### config.mk
export PLATFORM = sky130hd
export DESIGN_NAME = ram4_16
export DESIGN_NICKNAME = d
export VERILOG_FILES = /design/src/rtl/ram4_16.sv
export SDC_FILE = /design/constraint.sdc
export NUM_CORES = 1
export LEC_CHECK = 0
export CORE_ASPECT_RATIO = 0.8
export CORE_MARGIN = 2
export CORE_UTILIZATION = 44
export DETAILED_ROUTE_END_ITERATION = 16
export PLACE_DENSITY = 0.68
export SLEW_MARGIN = 10
export SYNTH_ARGS = -nofsm -noshare
export SYNTH_HDL_FRONTEND = slang
export SYNTH_SLANG_ARGS = --single-unit
### constraint.sdc
create_clock -name clk -period 1.85 [get_ports clk]
set_clock_uncertainty 0.2 [all_clocks]
set_input_delay 0.2775 -clock clk [delete_from_list [all_inputs] [get_ports clk]]
set_output_delay 0.2775 -clock clk [all_outputs]
set_load 0.05 [all_outputs]
### src/rtl/ram4_16.sv
// Four-word x 16-bit register bank with a combinational read port and a
// handshaked sequential scan port that streams mem[0..3] to a downstream consumer.
module ram4_16 (
    input  logic        clk,
    input  logic        rst_n,
    input  logic [15:0] in,
    input  logic [1:0]  address,
    input  logic        load,
    output logic [15:0] out,
    input  logic        scan_start,
    input  logic        scan_ready,
    output logic        scan_valid,
    output logic [1:0]  scan_addr,
    output logic [15:0] scan_out,
    output logic        scan_busy,
    output logic        scan_done
);

    typedef enum logic [1:0] {
        S_IDLE = 2'd0,
        S_SCAN = 2'd1,
        S_DONE = 2'd2
    } state_t;

    state_t      r_state;
    state_t      w_state_nxt;
    logic [15:0] r_mem [4];
    logic [1:0]  r_scan_addr;
    logic [1:0]  w_scan_addr_nxt;
    logic [15:0] r_scan_out;
    logic        w_capture;

    always_ff @(posedge clk or negedge rst_n) begin
        if (!rst_n) begin
            for (int i = 0; i < 4; i++) begin
                r_mem[i] <= 16'h0000;
            end
        end else if (load) begin
            r_mem[address] <= in;
        end
    end

    assign out = r_mem[address];

    always_ff @(posedge clk or negedge rst_n) begin
        if (!rst_n) begin
            r_state <= S_IDLE;
        end else begin
            r_state <= w_state_nxt;
        end
    end

    always_comb begin
        w_state_nxt     = r_state;
        w_capture       = 1'b0;
        w_scan_addr_nxt = r_scan_addr;
        case (r_state)
            S_IDLE: begin
                if (scan_start) begin
                    w_state_nxt     = S_SCAN;
                    w_capture       = 1'b1;
                    w_scan_addr_nxt = 2'd0;
                end
            end
            S_SCAN: begin
                if (scan_ready) begin
                    if (r_scan_addr == 2'd3) begin
                        w_state_nxt = S_DONE;
                    end else begin
                        w_capture       = 1'b1;
                        w_scan_addr_nxt = r_scan_addr + 2'd1;
                    end
                end
            end
            S_DONE: begin
                w_state_nxt = S_IDLE;
            end
            default: begin
                w_state_nxt = S_IDLE;
            end
        endcase
    end

    // Capture reads r_mem before any same-edge write lands, so old data is streamed.
    always_ff @(posedge clk or negedge rst_n) begin
        if (!rst_n) begin
            r_scan_addr <= 2'd0;
            r_scan_out  <= 16'h0000;
        end else if (w_capture) begin
            r_scan_addr <= w_scan_addr_nxt;
            r_scan_out  <= r_mem[w_scan_addr_nxt];
        end
    end

    assign scan_valid = (r_state == S_SCAN);
    assign scan_done  = (r_state == S_DONE);
    assign scan_busy  = (r_state != S_IDLE);
    assign scan_addr  = r_scan_addr;
    assign scan_out   = r_scan_out;

endmodule

==> flow_summary.json <==
{
  "synth_top_area_share_pct": 51.2,
  "fill_cells": 665,
  "r2r-end": "scan_out[3]",
  "synth_edf_count": 0,
  "period_share_pct": 109,
  "avgSynthCellArea_um2": 14.5,
  "die_h_um": 90.4,
  "grt_first_pass_wirelength_um": 17200,
  "via_per_inst": 5.44,
  "synth_area_um2": 4100,
  "synthTopCellsByCount": "84 x dfrtp_1, 71 x mux2_2, 32 x mux2i_1, 18 x nand2_1, 16 x mux4_2",
  "final_nets": 473,
  "coreArea_um2": 9080,
  "dp_slack_ns": -0.532,
  "finalHoldViolCount": 0,
  "power_density_nw_per_um2": 1570,
  "finalSetupViolCount": 29,
  "cts_tree": "yes",
  "fmax_mhz": 496,
  "antenna_found_initial": 0,
  "wl_per_cell_um": 19.3,
  "cts.sinks": 84,
  "ys.flop_type": "dfrtp_1",
  "clkTransAtPathRegs_ns": 0.06,
  "start_util_pct": 45.2,
  "worstSetupEndpointType": "flip-flop",
  "areaGrowthSynthToFinish_pct": 50.3,
  "htreeDepth": 3,
  "grt_setup_unrepaired": "true",
  "cts-buffers-inserted": 9,
  "min_period_ns": 2.02,
  "ant_nets": 0,
  "final_max_slew_viol_count": 0,
  "grt_pass1_vias": 3311,
  "status": "finished, violations left",
  "grt_start_max_net_pins": 34,
  "violations": "negative setup slack",
  "gp_congestion": 0.810,
  "ys_seq_area_share_pct": 51.2,
  "tightest_slew_ns": 0.452,
  "r2r_cells": 6,
  "place_hpwl_um": 6870,
  "ys_seq_elements": 84,
  "crit_start": "r_state[1]",
  "fin_util_pct": 68.0,
  "worstPathArrival_ns": 2.08,
  "critPathMaxFanout": 17,
  "synthCells": 284,
  "start_kind": "flip-flop",
  "vias": 3097,
  "p_leak_nw": 2.85,
  "criticalPathCategory": "flip-flop to flip-flop",
  "num_rows": 31,
  "grt_overflow": 0,
  "die_area_um2": 10100,
  "clock_path_buffers": 2,
  "yosysUniqueCellTypes": 35,
  "dr.pass1.iters": 4,
  "synth_most_common_cell": "dfrtp_1",
  "io_pins": 60,
  "peakVddDrop_uv": 1190,
  "drive_above_1_share_pct": 59.0,
  "reg2reg_from": "r_state[1]",
  "min_path_type": "input port to asynchronous set/reset pin",
  "setup_ws_ns": -0.167,
  "clk_latency_ns": 0.33,
  "ys_top_cells_by_area": "dfrtp_1 51%, mux2_2 19%, mux4_2 8.8%",
  "io_buffers": 59,
  "cp-endpoint": "scan_out[3]",
  "yosys_warnings": 0,
  "grt_util_all_layers_pct": 22.0,
  "fp.dieW_um": 112,
  "crit_required_ns": 1.91,
  "clockRootBuffer": "clkbuf_16",
  "remaining_drc_errors": 0,
  "netlist.top_cell.by_area": "dfrtp_1",
  "synth_nets": 307,
  "slew_headroom_pct": 69.9,
  "ff2ff_setup_slack_ns": -0.17,
  "max-cap-violations": 0,
  "async_flop_share_pct": 100,
  "n_antenna_cell": 0,
  "routed_wl_um": 11000,
  "drt_iter0_drc": 126
}
flip-flops by register name (all words and copies together) (netlist names):
name and flops:
scan_out 16, r_mem 64, r_state 2, scan_addr 2
worst max-delay path: stages, from the launching register on:
cell and delay (ns):
dfrtp_2 0.42, or3b_4 0.39, a32o_2 0.25, buf_12 0.17, mux2i_1 0.13, mux2_4 0.27
o21ai_1 0.11
cell type report:
class                   count  area (um2)  area share, %
repair buffers            172        1720           27.8
clock buffers              13         240           3.89
well taps                 115         144           2.33
clock inverters             2        12.5          0.203
multi-input cells         182        1950           31.6
flip-flops and latches     84        2110           34.1
inverters                   1        3.75         0.0608
routing by layer:
metal | global-route usage [%] | up-vias | share of wire, %
met1 | 28.6 | 1599 | 43
met4 | 5.79 | 0 | 0.94
met5 | 0 | - | 0
li1 | - | 1403 | -
met3 | 5.17 | 13 | 4.2
met2 | 37.2 | 82 | 52
stage by stage:
stage	cells	TNS (ns)	hold slack, ns	total power, mW	cell area [um2]
final	569	-2.17	0.227	9.70	6170
after global routing	569	-3.61	0.274	10.1	6170
after CTS	548	-2.10	0.242	9.46	5970
after detailed placement	485	-28.60	0.0603	7.34	5200
after global placement	485	-27.06	0.0499	7.25	5200
after floorplan	284	-1.46	-0.218	5.71	4160
worst min-delay path by stage:
stage	to	slack (ns)	cells past startpoint
5_1_grt	scan_addr[0]	0.27	2
3_5_place_dp	r_state[0]	0.06	1
4_1_cts	r_state[0]	0.24	2
2_1_floorplan	r_mem[0]	-0.22	0
6_report	scan_addr[0]	0.23	2
3_3_place_gp	r_state[0]	0.05	1
kinds of logic (layout without fill, tap and decap cells):
| group | after synthesis | in the layout | share of synthesized area, % |
|---|---|---|---|
| mux | 120 | 120 | 36.4 |
| xor+xnor | 1 | 1 | 0.213 |
| compound gates | 24 | 24 | 4.63 |
| buf+inv | 18 | 188 | 2.65 |
| simple gates | 37 | 37 | 4.85 |
| flops | 84 | 84 | 51.2 |
timing repair:
| item | 4_1_cts | 5_1_grt |
|---|---|---|
| endpoints found under the setup margin | 33 | 35 |
| hold buffers | 1 | 0 |
| gates resized for setup | 41 | 11 |
| pin swaps | 0 | 1 |
| cloned | 2 | 0 |
| setup buffers | 45 | 21 |
| hold endpoints to repair | 30 | 0 |
power by group:
part           internal, mW  leakage (nW)  switching [mW]
Sequential             2.33          1.00           0.333
Combinational          2.74          1.73            2.72
Clock                 0.901         0.120           0.684
Total                  5.97          2.85            3.73
layout by cell type, fill, tap and decap left out, types with 2 or more instances in the layout:
| cell type | synthesis | routed |
|---|---|---|
| mux2_2 | 71 | 67 |
| nor3b_1 | 2 | 2 |
| dfrtp_2 | 0 | 3 |
| clkbuf_1 | 2 | 4 |
| nor2_1 | 3 | 3 |
| o221ai_1 | 8 | 8 |
| mux4_2 | 16 | 16 |
| mux2i_1 | 32 | 32 |
| nand2_1 | 18 | 18 |
| o21ai_1 | 7 | 2 |
| a21oi_1 | 2 | 2 |
| clkbuf_16 | 0 | 9 |
| nand3_1 | 2 | 2 |
| nand3b_1 | 3 | 3 |
| buf_12 | 1 | 17 |
| buf_8 | 0 | 10 |
| o21ai_2 | 1 | 6 |
| nor2b_1 | 2 | 2 |
| buf_2 | 10 | 2 |
| buf_6 | 1 | 13 |
| mux2_4 | 1 | 5 |
| dfrtp_1 | 84 | 81 |
| clkdlybuf4s50_1 | 0 | 18 |
| buf_4 | 1 | 108 |
No activity file was read; power rests on OpenSTA's default activity.
